$ cat src/rtl/aes_pkg.sv
// Shared AES datapath types and the ShiftRows / InvShiftRows source-index maps.
// Used by the ShiftRows buffer as well as the key and MixColumns stages.
package aes_pkg;

    localparam int unsigned AES_BLOCK_BYTES = 16;
    localparam int unsigned AES_BYTE_W      = 8;
    localparam int unsigned AES_IDX_W       = $clog2(AES_BLOCK_BYTES);
    localparam int unsigned AES_NUM_BANKS   = 2;

    typedef logic [AES_BYTE_W-1:0] aes_byte_t;
    typedef logic [AES_IDX_W-1:0]  aes_idx_t;

    // Column-major index 4*c + r; ShiftRows reads from column (c + r) mod 4.
    function automatic aes_idx_t shift_src_idx(input aes_idx_t idx);
        logic [1:0] c;
        logic [1:0] r;
        c = idx[3:2];
        r = idx[1:0];
        return {2'(c + r), r};
    endfunction

    // InvShiftRows reads from column (c - r) mod 4.
    function automatic aes_idx_t inv_shift_src_idx(input aes_idx_t idx);
        logic [1:0] c;
        logic [1:0] r;
        c = idx[3:2];
        r = idx[1:0];
        return {2'(c - r), r};
    endfunction

endpackage

$ cat src/rtl/shift_rows_buffer_if.sv
// Byte-stream handshake bundle: input side from the previous round stage,
// output side toward MixColumns.
interface shift_rows_buffer_if;
    import aes_pkg::*;

    logic      encrypt;
    logic      in_valid;
    logic      in_ready;
    aes_byte_t d_in;
    logic      out_valid;
    logic      out_ready;
    aes_byte_t d_out;
    logic      out_col_last;
    logic      out_blk_last;

    modport master (
        output encrypt, in_valid, d_in, out_ready,
        input  in_ready, out_valid, d_out, out_col_last, out_blk_last
    );

    modport slave (
        input  encrypt, in_valid, d_in, out_ready,
        output in_ready, out_valid, d_out, out_col_last, out_blk_last
    );

endinterface

$ cat src/rtl/shift_rows_bank.sv
// One 16-byte state bank: indexed write port, full flag, per-block mode latch
// and a combinational read that applies the (inverse) row shift.
module shift_rows_bank
    import aes_pkg::*;
(
    input  logic      clk,
    input  logic      rst,
    input  logic      i_wr_en,
    input  aes_idx_t  i_wr_idx,
    input  aes_byte_t i_wr_data,
    input  logic      i_encrypt,
    input  logic      i_clr_full,
    input  aes_idx_t  i_rd_idx,
    output logic      o_full,
    output aes_byte_t o_rd_data_c
);

    localparam aes_idx_t LAST_IDX = AES_IDX_W'(AES_BLOCK_BYTES - 1);

    aes_byte_t r_mem [AES_BLOCK_BYTES];
    logic      r_full;
    logic      r_encrypt;
    aes_idx_t  w_src_idx;

    // Writes only happen while not full and clears only while full, so set/clear never collide.
    always_ff @(posedge clk or posedge rst) begin
        if (rst) begin
            for (int unsigned i = 0; i < AES_BLOCK_BYTES; i++) begin
                r_mem[i] <= '0;
            end
            r_full    <= 1'b0;
            r_encrypt <= 1'b0;
        end else begin
            if (i_wr_en) begin
                r_mem[i_wr_idx] <= i_wr_data;
                if (i_wr_idx == '0) begin
                    r_encrypt <= i_encrypt;
                end
                if (i_wr_idx == LAST_IDX) begin
                    r_full <= 1'b1;
                end
            end
            if (i_clr_full) begin
                r_full <= 1'b0;
            end
        end
    end

    always_comb begin
        w_src_idx   = r_encrypt ? shift_src_idx(i_rd_idx) : inv_shift_src_idx(i_rd_idx);
        o_rd_data_c = r_mem[w_src_idx];
    end

    assign o_full = r_full;

endmodule

$ cat src/rtl/shift_rows_buffer.sv
// Ping-pong ShiftRows/InvShiftRows buffer: one bank fills while the other
// drains in shifted column-major order, sustaining one byte per cycle.
module shift_rows_buffer
    import aes_pkg::*;
(
    input  logic              clk,
    input  logic              rst,
    shift_rows_buffer_if.slave bus
);

    localparam aes_idx_t LAST_IDX = AES_IDX_W'(AES_BLOCK_BYTES - 1);

    aes_idx_t  r_wr_idx;
    aes_idx_t  r_rd_idx;
    logic      r_wr_ptr;
    logic      r_rd_ptr;

    logic      w_full    [AES_NUM_BANKS];
    aes_byte_t w_rd_data [AES_NUM_BANKS];
    logic      w_in_ready;
    logic      w_out_valid;
    logic      w_in_fire;
    logic      w_out_fire;

    assign w_in_ready  = !w_full[r_wr_ptr];
    assign w_out_valid = w_full[r_rd_ptr];
    assign w_in_fire   = bus.in_valid && w_in_ready;
    assign w_out_fire  = w_out_valid && bus.out_ready;

    for (genvar g = 0; g < AES_NUM_BANKS; g++) begin : gen_bank
        shift_rows_bank u_bank (
            .clk         (clk),
            .rst         (rst),
            .i_wr_en     (w_in_fire && (r_wr_ptr == 1'(g))),
            .i_wr_idx    (r_wr_idx),
            .i_wr_data   (bus.d_in),
            .i_encrypt   (bus.encrypt),
            .i_clr_full  (w_out_fire && (r_rd_ptr == 1'(g)) && (r_rd_idx == LAST_IDX)),
            .i_rd_idx    (r_rd_idx),
            .o_full      (w_full[g]),
            .o_rd_data_c (w_rd_data[g])
        );
    end

    // Byte counters wrap naturally at 16; the bank pointer flips on each wrap.
    always_ff @(posedge clk or posedge rst) begin
        if (rst) begin
            r_wr_idx <= '0;
            r_rd_idx <= '0;
            r_wr_ptr <= 1'b0;
            r_rd_ptr <= 1'b0;
        end else begin
            if (w_in_fire) begin
                r_wr_idx <= r_wr_idx + AES_IDX_W'(1);
                if (r_wr_idx == LAST_IDX) begin
                    r_wr_ptr <= ~r_wr_ptr;
                end
            end
            if (w_out_fire) begin
                r_rd_idx <= r_rd_idx + AES_IDX_W'(1);
                if (r_rd_idx == LAST_IDX) begin
                    r_rd_ptr <= ~r_rd_ptr;
                end
            end
        end
    end

    assign bus.in_ready     = w_in_ready;
    assign bus.out_valid    = w_out_valid;
    assign bus.d_out        = w_out_valid ? w_rd_data[r_rd_ptr] : '0;
    assign bus.out_col_last = w_out_valid && (r_rd_idx[1:0] == 2'd3);
    assign bus.out_blk_last = w_out_valid && (r_rd_idx == LAST_IDX);

endmodule

$ cat src/flat_wrapper.sv
// flat-port wrapper written by rule: the top's interface ports become plain ports
module shift_rows_buffer_flat import aes_pkg::*;
  (clk, rst, bus_encrypt, bus_in_valid, bus_d_in, bus_out_ready, bus_in_ready, bus_out_valid, bus_d_out, bus_out_col_last, bus_out_blk_last);
  shift_rows_buffer_if bus_i ();
  input  logic clk;
  input  logic rst;
  input wire logic [$bits(bus_i.encrypt)-1:0] bus_encrypt;
  input wire logic [$bits(bus_i.in_valid)-1:0] bus_in_valid;
  input wire logic [$bits(bus_i.d_in)-1:0] bus_d_in;
  input wire logic [$bits(bus_i.out_ready)-1:0] bus_out_ready;
  output wire logic [$bits(bus_i.in_ready)-1:0] bus_in_ready;
  output wire logic [$bits(bus_i.out_valid)-1:0] bus_out_valid;
  output wire logic [$bits(bus_i.d_out)-1:0] bus_d_out;
  output wire logic [$bits(bus_i.out_col_last)-1:0] bus_out_col_last;
  output wire logic [$bits(bus_i.out_blk_last)-1:0] bus_out_blk_last;
  assign bus_i.encrypt = bus_encrypt;
  assign bus_i.in_valid = bus_in_valid;
  assign bus_i.d_in = bus_d_in;
  assign bus_i.out_ready = bus_out_ready;
  assign bus_in_ready = bus_i.in_ready;
  assign bus_out_valid = bus_i.out_valid;
  assign bus_d_out = bus_i.d_out;
  assign bus_out_col_last = bus_i.out_col_last;
  assign bus_out_blk_last = bus_i.out_blk_last;
  shift_rows_buffer u_core (.clk(clk), .rst(rst), .bus(bus_i));
endmodule
$ cat config.mk
export PLATFORM = sky130hd
export DESIGN_NAME = shift_rows_buffer_flat
export DESIGN_NICKNAME = d
export VERILOG_FILES = /design/src/rtl/aes_pkg.sv /design/src/rtl/shift_rows_buffer_if.sv /design/src/rtl/shift_rows_bank.sv /design/src/rtl/shift_rows_buffer.sv /design/src/flat_wrapper.sv
export SDC_FILE = /design/constraint.sdc
export NUM_CORES = 1
export LEC_CHECK = 0
export CAP_MARGIN = 20
export CORE_MARGIN = 3
export CORE_UTILIZATION = 31
export CTS_CLUSTER_DIAMETER = 60
export DETAILED_ROUTE_END_ITERATION = 10
export PLACE_DENSITY = 0.56
export SKIP_LAST_GASP = 1
export SLEW_MARGIN = 20
export SYNTH_ARGS = -nofsm -noshare
export SYNTH_HDL_FRONTEND = slang
export SYNTH_SLANG_ARGS = --single-unit
$ cat constraint.sdc
create_clock -name clk -period 24.4 [get_ports clk]
set_input_delay 7.32 -clock clk [delete_from_list [all_inputs] [get_ports clk]]
set_output_delay 7.32 -clock clk [all_outputs]
set_load 0.01 [all_outputs]
==> results of run 1 <==
## worst register-to-register path, cell delays in order, from the launching register on
cell	delay [ns]
dfrtp_4	0.86
buf_4	0.79
ha_1	0.28
nand4_1	0.17
o22a_1	0.23
## cell type report
cell class,count,share of cell area
Inverter,6,0.00208
Tap cell,525,0.0455
Sequential cell,270,0.468
Clock inverter,10,0.00745
Timing Repair Buffer,39,0.0247
Clock buffer,41,0.0569
Multi-Input combinational cell,496,0.395
## layer usage
metal  GRT usage  share of wire
met1       0.190           0.47
met5           0        0.00044
met3      0.0163          0.033
met2       0.228           0.48
met4      0.0349          0.017
## registers in the layout (all words and copies together) (netlist names)
name	cells
u_core.r_rd_ptr	1
u_core.r_rd_idx	4
u_core.gen_bank.u_bank.o_full	2
u_core.gen_bank.u_bank.r_mem	256
u_core.r_wr_idx	4
u_core.gen_bank.u_bank.r_encrypt	2
u_core.r_wr_ptr	1
## worst min path at each step
stage	from	to	slack [ns]	cells past startpoint
after floorplan	u_core.gen_bank[1].u_bank.r_mem[39]	u_core.gen_bank[1].u_bank.r_mem[39]	0.46	1
after global placement	u_core.gen_bank[1].u_bank.r_mem[79]	u_core.gen_bank[1].u_bank.r_mem[79]	0.48	1
after detailed placement	u_core.gen_bank[1].u_bank.r_mem[79]	u_core.gen_bank[1].u_bank.r_mem[79]	0.48	1
after CTS	u_core.gen_bank[1].u_bank.r_mem[79]	u_core.gen_bank[1].u_bank.r_mem[79]	0.49	1
after global routing	u_core.gen_bank[0].u_bank.r_mem[38]	u_core.gen_bank[0].u_bank.r_mem[38]	0.51	1
final	u_core.gen_bank[1].u_bank.r_mem[79]	u_core.gen_bank[1].u_bank.r_mem[79]	0.49	1
## placed cells by master (no fill, tap or decap), drive strengths merged, types with 7 or more instances in the layout
cell type,n
a211o,8
a22oi,16
buf,15
clkbuf,41
clkdlybuf4s50,24
clkinv,9
dfrtp,270
ha,7
mux2,260
mux2i,67
mux4,48
nand2,24
nand3,20
nor2,7
o2111a,8
xnor2,8
## report_power, final
part           switching [mW]  internal (mW)  total [mW]
sequential             0.0786          0.557       0.635
combinational           0.291          0.317       0.609
clock                   0.176          0.254       0.430
## cells by family after synthesis
kind of cell / count (synthesis) / share of synthesized area
and+or+nand+nor: 68 / 0.0340
adders and majority gates: 7 / 0.00682
DFF: 270 / 0.526
AOI/OAI and AO/OA: 36 / 0.0245
muxes: 375 / 0.371
buffers and inverters: 64 / 0.0300
xor gates and xnor gates: 10 / 0.00799
## per-stage QoR
stage | util | hold WS (ns)
floorplan | - | 0.459
global placement | 0.335 | 0.476
finish | 0.358 | 0.492
global route | 0.358 | 0.509
detailed placement | 0.335 | 0.481
CTS | 0.358 | 0.494
==> impl_summary.txt, run 1 <==
----------------------------------------------------
[Global route]
  Grt ovf ... 0
  Global-route wire length before repair ... 46.8 mm
  Antenna violations before repair ... 1
  GR Util All Layers ... 0.137
  Maximum number of pins on one net before global-route repair ... 124
  Number of global-route vias before repair ... 7484

[Synthesis]
  Ranking of synthesized cells by area ... dfrtp_1 (53%), mux2_2 (22%), mux2i_1 (5.2%)
  Synthesized area ... 12800 um^2
  Count of state elements after synthesis ... 270
  Gate count of the mapped netlist ... 830
  Primary FF master, synth ... dfrtp_1
  Number of nets in the synthesized netlist ... between 800 and 900
  Count of different cell masters after synthesis ... 45
  Biggest area consumer among synthesized cells ... dfrtp_1
  Count leader, synth ... dfrtp_1
  Asr flop ratio synth ... 1.00
  Count of synthesis-stage warnings from yosys ... 0
  Portion of the post-synthesis area used by sequential elements ... 0.526
  Top post-synthesis cells by count ... dfrtp_1 (270), mux2_2 (256), mux2i_1 (67)
  Number of enable-type register cells in the synthesized netlist ... 0
  Area share of the largest cell type after synthesis ... 0.526
  Mean instance size in the synthesized netlist ... roughly 15 um^2

[Route]
  Wire per inst ... 21.5 um
  DRC violation count after routing ... 0
  DRT Wirelength ... approximately 30 mm
  DRC violation total after the first TritonRoute iteration ... roughly 380
  Routed via count ... about 7000
  DR vias/cell ... between 5 and 6
  Antenna viol nets, final ... 0
  First-pass DRT Iterations ... 4

[Pwr]
  Peak supply drop ... 0.113 mV
  Pwr/cell area ... ~120 nW/um^2
  Overall power ... 1.67 mW
  Static Leak ... about 6.7 nW

[Critical path]
  Max incr delay on CP ... between 0.7 and 0.8 ns
  Kind of launch point of the worst setup path ... flip-flop
  Register-to-register path setup slack ... about 22 ns
  Number of buffer and inverter instances along the worst setup path ... 2
  Crit path cell chain ... ha_2, buf_4, mux4_1, mux2i_1, mux2i_1, o2111a_1, clkdlybuf4s50_1
  Category of the worst setup path capture point ... output pin
  Worst flop-to-flop path endpoint ... u_core.gen_bank[0].u_bank.o_full
  Crit-path slowest cell ... dfrtp_4
  CP delay by family, top ... buffers and inverters
  Crit Path Max Fanout ... 44
  Critical Path AT ... 4.13 ns
  Critical path's most frequent cell ... mux2i_1
  Required time worst endpoint ... roughly 17 ns
  Critical Path Sink ... bus_d_out[0]
  Critical Setup Path Class ... flip-flop to output pin
  Reg2reg path depth ... 4
  Crit path from ... u_core.r_rd_idx[0]
  Launch instance of the worst register-to-register path ... u_core.r_rd_idx[0]
  Critical Path Stages ... 7

[Status]
  Run status ... finished clean

[Clock tree]
  Hold Buf Count CTS ... 0
  Clock tree from TritonCTS ... built
  Clock transition at the register clock pins on the worst setup and hold paths after CTS ... around 0.060 ns
  Number of gates resized after cts ... 0
  Insertion delay of the later-clocked pin in the worst-skew pair ... between 0.5 and 0.6 ns
  Count of buffers added by post-CTS timing repair for setup ... 0
  Maximum root-to-sink buffer count ... 3
  Number of buffers added by the clock tree synthesis step ... 29
  CTS H-tree lvls ... 1
  # clock sinks ... 270
  Root Buffer Master ... clkbuf_16

[Flow run]
  Number of maximum-capacitance constraint violations ... 0

[Layout]
  Post-layout nets ... 862
  Number of fillers in the final layout ... between 3000 and 4000
  Fraction of layout instances using a drive strength above 1 ... 0.442
  Number of non-filler instances in the completed layout ... between 1000 and 1500
  Non-Filler Cell Area, Final ... around 14000 um^2
  Area of the multi-input gates ... ~5700 um^2
  Inserted Diodes ... 0
  Synth-to-Final Area Change ... 12.4%
  Register Area ... around 6800 um^2

[Floorplan]
  Die X ... roughly 210 um
  Total core area ... between 40000 and 50000 um^2
  Die Height ... ~210 um
  Top-Level Pins ... 25
  Number of rows created at floorplan ... 73
  Total Die Area ... between 40000 and 50000 um^2
  Initial cell density of the core ... 0.318

[STA]
  Final worst setup slack ... 12.95 ns
  Share of the cycle needed by the critical path after routing ... 0.469
  Endpoints failing hold ... 0
  Sum Neg Setup Slack ... 0 ns
  Final setup viols ... 0
  Worst clock skew ... around 0.0074 ns
  Slew margin rel. ... 0.428
  Total count of max-transition violations in the final report ... 0
  Final critical delay including setup and external delays ... 11.45 ns
  Maximum clock frequency ... between 80 and 90 MHz
  Setup repair after global routing missed its margin ... false
  Transition time of the tightest slew-check pin ... between 0.8 and 0.9 ns

[Place]
  Final HPWL DP ... around 19 mm
  Dpl cells ... ~1300
  Cell area reported after detailed placement ... approximately 14000 um^2
  Post-Place Worst Slack ... 13.44 ns
  Input/output buffers ... 24
  Gp weighted congestion ... just over 0.7

[Hold path]
  Path class of the lowest-slack min-delay path ... flip-flop to flip-flop

----------------------------------------------------
(Power assumes the default switching activity.)
==> inputs of run 2 (changes only) <==
==> constraint.sdc (replaced) <==
create_clock -name clk -period 11.45 [get_ports clk]
set_input_delay 3.435 -clock clk [delete_from_list [all_inputs] [get_ports clk]]
set_output_delay 3.435 -clock clk [all_outputs]
set_load 0.01 [all_outputs]
==> run 2 against run 1 <==
  * Clock-buffer cell count up 3
  * Global-route usage hardly changed
  * Sequential cell count stayed put
  * First-iteration DRC count is 6.3% higher
  * Register-to-register slack lost 13 ns
  * Final area barely moved
  * Sequential share of layout area about the same
  * Critical path type unchanged
  * Highest routed layer is now met4
==> impl_summary.txt, run 2 (synthesis gave the netlist of run 1 again) <==
----------------------------------------------------
[Status]
  Run status ... finished clean

[Layout]
  Largest registers ... u_core.gen_bank.u_bank.r_mem (256), u_core.r_rd_idx (4), u_core.r_wr_idx (4)
  Number of flip-flops in the largest register ... 256 (unchanged)
  Leading cell types in the layout, fill and taps excluded ... dfrtp_1 (268), mux2_2 (256), mux2i_1 (67)
  Commonest non-fill, non-tap cell in the layout ... dfrtp_1
  Largest reg by FF count ... u_core.gen_bank.u_bank.r_mem
  Synth-to-Final Area Change ... 12.5% (about the same)
  Number of fillers in the final layout ... 3892 (+0.13%)
  Fraction of layout instances using a drive strength above 1 ... 0.442 (about the same)
  Inserted Diodes ... 0 (unchanged)
  Fraction of the core area covered by cells at the end of the flow ... 0.358 (about the same)
  Post-layout nets ... 861 (-0.12%)

[STA]
  Maximum clock frequency ... between 100 and 150 MHz
  Final worst setup slack ... 3.83 ns (-9.12 ns)
  Setup repair after global routing missed its margin ... false
  Endpoints failing hold ... 0 (unchanged)
  Worst clock skew ... 0.0113 ns (+0.00389 ns)
  Final critical delay including setup and external delays ... 7.62 ns
  Sum Neg Setup Slack ... 0 ns (unchanged)
  Slew margin rel. ... 0.281 (-0.146)
  Share of the cycle needed by the critical path after routing ... 0.666
  Total count of max-transition violations in the final report ... 0 (unchanged)
  Final hold slack ... 0.492 ns (+0.000710 ns)
  Final setup viols ... 0 (unchanged)
  Transition time of the tightest slew-check pin ... 1.08 ns (+0.219 ns)

[Clock tree]
  # clock sinks ... 270 (unchanged)
  Maximum root-to-sink buffer count ... 3 (unchanged)
  CTS H-tree lvls ... 1 (unchanged)
  Count of buffers added by post-CTS timing repair for setup ... 0 (unchanged)
  Clock transition at the register clock pins on the worst setup and hold paths after CTS ... 0.06 ns (about the same)
  Root Buffer Master ... clkbuf_16
  Clock tree from TritonCTS ... built
  Hold Buf Count CTS ... 0 (unchanged)
  Number of gates resized after cts ... 0 (unchanged)
  Insertion delay of the later-clocked pin in the worst-skew pair ... 0.55 ns (about the same)
  Number of buffers added by the clock tree synthesis step ... 29 (unchanged)

[Pwr]
  Sequential share of power ... 0.378 (-0.002)
  Internal ... 2.40 mW (+110%)
  Overall power ... 3.58 mW (+110%)
  Switching power of the nets ... 1.19 mW (+120%)
  Static Leak ... 6.70 nW (about the same)
  Comb power frac ... 0.365 (about the same)
  Pwr/cell area ... 248 nW/um^2 (+110%)
  Switching portion of total power ... 0.331 (+0.00451)
  Peak supply drop ... 0.166 mV (+48%)
  Part of the total power dissipated in the clock network ... 0.257 (about the same)

[Critical path]
  Category of the worst setup path capture point ... output pin
  Worst flop-to-flop path endpoint ... u_core.gen_bank[0].u_bank.o_full
  Critical Setup Path Class ... flip-flop to output pin
  Crit Path Max Fanout ... 44 (unchanged)
  Launch instance of the worst register-to-register path ... u_core.r_rd_idx[0]
  Register-to-register path setup slack ... 8.96 ns (-13.00 ns)
  Reg2reg path depth ... 4 (unchanged)
  Kind of launch point of the worst setup path ... flip-flop
  Required time worst endpoint ... 8.02 ns (-9.06 ns)
  Critical Path AT ... 4.19 ns (+0.06 ns)

[Global route]
  Number of global-route vias before repair ... 7415 (-0.92%)
  Global-route wire length before repair ... 46.8 mm (about the same)
  Grt ovf ... 0 (unchanged)
  GR Util All Layers ... 0.136 (-0.000414)
  Antenna violations before repair ... 0 (-1)
  Maximum number of pins on one net before global-route repair ... 176 (+42%)

[Floorplan]
  Top-Level Pins ... 25 (unchanged)
  Die X ... 210 um (unchanged)
  Total Die Area ... 43900 um^2 (unchanged)
  Total core area ... 40400 um^2 (unchanged)
  Initial cell density of the core ... 0.318 (unchanged)
  Number of rows created at floorplan ... 73 (unchanged)
  Die Height ... 210 um (unchanged)

[Place]
  Input/output buffers ... 24 (unchanged)
  Final HPWL DP ... 18.5 mm (-0.59%)
  Post-Place Worst Slack ... 4.33 ns (-9.11 ns)
  Gp weighted congestion ... 0.725 (+1.1%)

[Route]
  Antenna viol nets, final ... 0 (unchanged)
  DR vias/cell ... 5.10 (+0.71%)
  DRT Wirelength ... 30.1 mm (+1.1%)
  DRC violation count after routing ... 0 (unchanged)
  Wire per inst ... 21.7 um (+0.97%)
  DRC violation total after the first TritonRoute iteration ... 403 (+6.3%)
  First-pass DRT Iterations ... 4 (unchanged)
  Routed via count ... 7078 (+0.85%)

[Hold path]
  Cell depth of the worst min-delay path ... 1 (unchanged)
  Hold path startpoint ... u_core.gen_bank[1].u_bank.r_mem[79]
  Terminating pin of the worst hold path ... u_core.gen_bank[1].u_bank.r_mem[79]
  Path class of the lowest-slack min-delay path ... flip-flop to flip-flop

[Flow run]
  Number of maximum-capacitance constraint violations ... 0 (unchanged)

----------------------------------------------------
[run 2: final cells by class]
type / count / area [um^2] / area share
Clock buffer: 44 / 852 / 0.0590
Inverter: 6 / 30.0 / 0.00208
Sequential cell: 270 / 6760 / 0.468
Timing Repair Buffer: 38 / 358 / 0.0248
Clock inverter: 10 / 86.3 / 0.00598
Multi-Input combinational cell: 496 / 5700 / 0.395
Tap cell: 525 / 657 / 0.0455
[run 2: critical path, cell delays in order, from the launching register on]
cell and delay [ns]:
dfrtp_4 0.88, ha_2 0.29, buf_4 0.61, mux4_1 0.65, mux2i_1 0.25, mux2i_1 0.13
o2111a_1 0.30, clkdlybuf4s50_1 0.49
[run 2: worst max-delay path by stage]
stage                        from                          endpoint  slack (ns)  cells after the start
3_5_place_dp   u_core.r_rd_idx[0]                      bus_d_out[3]        4.33                      7
5_1_grt        u_core.r_rd_idx[0]                      bus_d_out[3]        3.65                      7
6_report       u_core.r_rd_idx[0]                      bus_d_out[3]        3.83                      7
2_1_floorplan                 rst  u_core.gen_bank[0].u_bank.o_full        0.58                      1
3_3_place_gp   u_core.r_rd_idx[0]                      bus_d_out[3]        4.36                      7
4_1_cts        u_core.r_rd_idx[0]                      bus_d_out[3]        3.73                      7
[run 2: routing by layer]
| layer | share of wire | vias to the layer above | wire [um] | track usage |
|---|---|---|---|---|
| met5 | 0 | - | 0 | 0 |
| met4 | 0.022 | 0 | 649 | 0.0367 |
| met3 | 0.025 | 42 | 760 | 0.0149 |
| met2 | 0.47 | 83 | 14200 | 0.223 |
| met1 | 0.48 | 3811 | 14400 | 0.193 |
| li1 | - | 3142 | - | - |
[run 2: through the flow]
stage | cells | area (um^2)
6_report | 1389 | 14400
5_1_grt | 1389 | 14400
4_1_cts | 1389 | 14400
3_5_place_dp | 1335 | 13500
3_3_place_gp | 1335 | 13500
2_1_floorplan | 830 | 12800
[run 2: power by group through the flow]
stage | logic (mW) | clock network, mW | registers (mW)
CTS | 1.32 | 0.945 | 1.35
finish | 1.31 | 0.921 | 1.36
detailed placement | 1.32 | 0 | 1.37
global route | 1.40 | 0.978 | 1.39
global placement | 1.30 | 0 | 1.37
floorplan | 1.08 | 0 | 1.28
==> variant (config.mk and constraints of run 2) <==
One comparison of `r_rd_idx` changes from == to >=.
--- a/src/rtl/shift_rows_buffer.sv
+++ b/src/rtl/shift_rows_buffer.sv
@@ -59,5 +59,5 @@
             if (w_out_fire) begin
                 r_rd_idx <= r_rd_idx + AES_IDX_W'(1);
-                if (r_rd_idx == LAST_IDX) begin
+                if (r_rd_idx >= LAST_IDX) begin
                     r_rd_ptr <= ~r_rd_ptr;
                 end
Formal check against the unedited RTL: no difference found for any inputs over 10 cycles, from zero or initial values and one cycle with rst high; that may be too few to reach the edited logic, so the function may still have changed.
==> variant against run 2 <==
Total power grew 19%; sequential cell count is the same; via count grew 0.18%; setup slack gained 0.24 ns; wire length grew 1.5%; utilization grew 0.34 points; synthesized cell count grew 0.96%; clock skew grew 0.011 ns; synthesized area shrank 0.17%; cell area grew 0.73%.
==> variant: results (changes against run 2) <==
Place
  – DP HPWL: 19000 um (was 18500 um)
  – Pre-CTS WS: 4.50 ns (was 4.33 ns)
  – Post-DP Area: 0.0135 mm2 (about the same)
  – GP Congestion: 0.766 (was 0.725)

Detailed routing
  – Post-DR vias/cell: 5.08 (was 5.10)
  – Routed WL: 30600 um (was 30100 um)
  – Number of DRC markers in iteration 0: 375 (was 403)

Status
  – Status: complete, no violations (unchanged)

Pwr
  – Leakage power: 6.58 nW (was 6.70 nW)

Clock tree
  – H-tree levels: 2 (was 1)
  – Clk_lat worst skew: 0.50 ns (was 0.55 ns)

Timing
  – Setup Skew: 0.0219 ns (was 0.0113 ns)
  – Tightest Pin Transition: 1.05 ns (was 1.08 ns)

Global route
  – Vias in the first global route: 7473 (was 7415)
  – Largest net degree at the start of global routing: 152 (was 176)
  – GR Util All Layers: 14.0% (was 13.6%)

Setup path
  – Worst path max stage delay: 0.59 ns (was 0.88 ns)
  – Reg2reg end: u_core.r_rd_ptr (was u_core.gen_bank[0].u_bank.o_full)
  – Worst-path maximum fanout: 39 (was 44)
  – Crit path max-delay cell type: buf_4 (was dfrtp_4)
  – Critical Path AT: 3.95 ns (was 4.19 ns)
  – Reg2Reg Setup Slack: 8.99 ns (was 8.96 ns)

Cells and area
  – Nets: 867 (was 861)
  – Layout cells sized above 1: 44.9% (was 44.2%)

Yosys
  – Synth unique cells: 38 (was 45)
  – Commonest cells in the netlist: dfrtp_1, mux2_2, mux2i_1 (unchanged)
  – Area contributors post-synth: dfrtp_1, mux2_2, mux2i_1 (unchanged)
  – Syn. warnings: 0 (unchanged)
  – Net count after synthesis: 858 (was 850)

Hold path
  – Hold Crit Endpoint: u_core.gen_bank[0].u_bank.r_mem[81] (was u_core.gen_bank[1].u_bank.r_mem[79])
  – Hold Crit Start: u_core.gen_bank[0].u_bank.r_mem[81] (was u_core.gen_bank[1].u_bank.r_mem[79])
-- variant: per-layer routing --
metal,GRT usage (%),share of wire [%]
met5,0,0
met4,3.53,1.9
met3,1.93,3.2
met2,22.1,46
met1,20.4,49
-- variant: per-stage QoR --
step / utilization [%] / hold slack, ns / instances
5_1_grt: 36.1 / 0.504 / 1394
6_report: 36.1 / 0.496 / 1396
2_1_floorplan: - / 0.470 / 838
4_1_cts: 36.1 / 0.498 / 1394
3_5_place_dp: 33.5 / 0.486 / 1336
3_3_place_gp: 33.5 / 0.479 / 1336
-- variant: worst max-delay path by stage --
stage | from | end | slack, ns
final | u_core.r_rd_idx[2] | bus_d_out[0] | 4.07
after global routing | u_core.r_rd_idx[2] | bus_d_out[0] | 3.86
after CTS | u_core.r_rd_idx[2] | bus_d_out[0] | 3.98
after detailed placement | u_core.r_rd_idx[2] | bus_d_out[0] | 4.50
after global placement | u_core.r_rd_idx[2] | bus_d_out[0] | 4.53
after floorplan | rst | u_core.gen_bank[0].u_bank.o_full | 0.58
-- variant: final cells by class --
class / count / area [um2]
diodes: 2 / 5.00
clock buffers: 53 / 1000
clock inverters: 5 / 57.6
fillers: 3857 / 25700
inverters: 4 / 22.5
multi-input cells: 503 / 5730
flip-flops and latches: 270 / 6760
well taps: 525 / 657
repair buffers: 34 / 318
-- variant: kinds of logic after synthesis --
| logic type | Yosys count | share of synthesized area [%] |
|---|---|---|
| adders and majority gates | 7 | 0.683 |
| and+or+nand+nor | 74 | 3.58 |
| DFF | 270 | 52.7 |
| muxes | 375 | 37.1 |
| AOI/OAI and AO/OA | 36 | 2.48 |
| xor gates and xnor gates | 11 | 0.869 |
| buffers and inverters | 65 | 2.64 |
-- variant: power by group --
group	leakage [nW]	total, mW	internal [mW]	switching [mW]
Sequential	3.52	1.62	1.36	0.255
Combinational	2.55	1.62	0.895	0.727
Clock	0.520	1.02	0.623	0.395
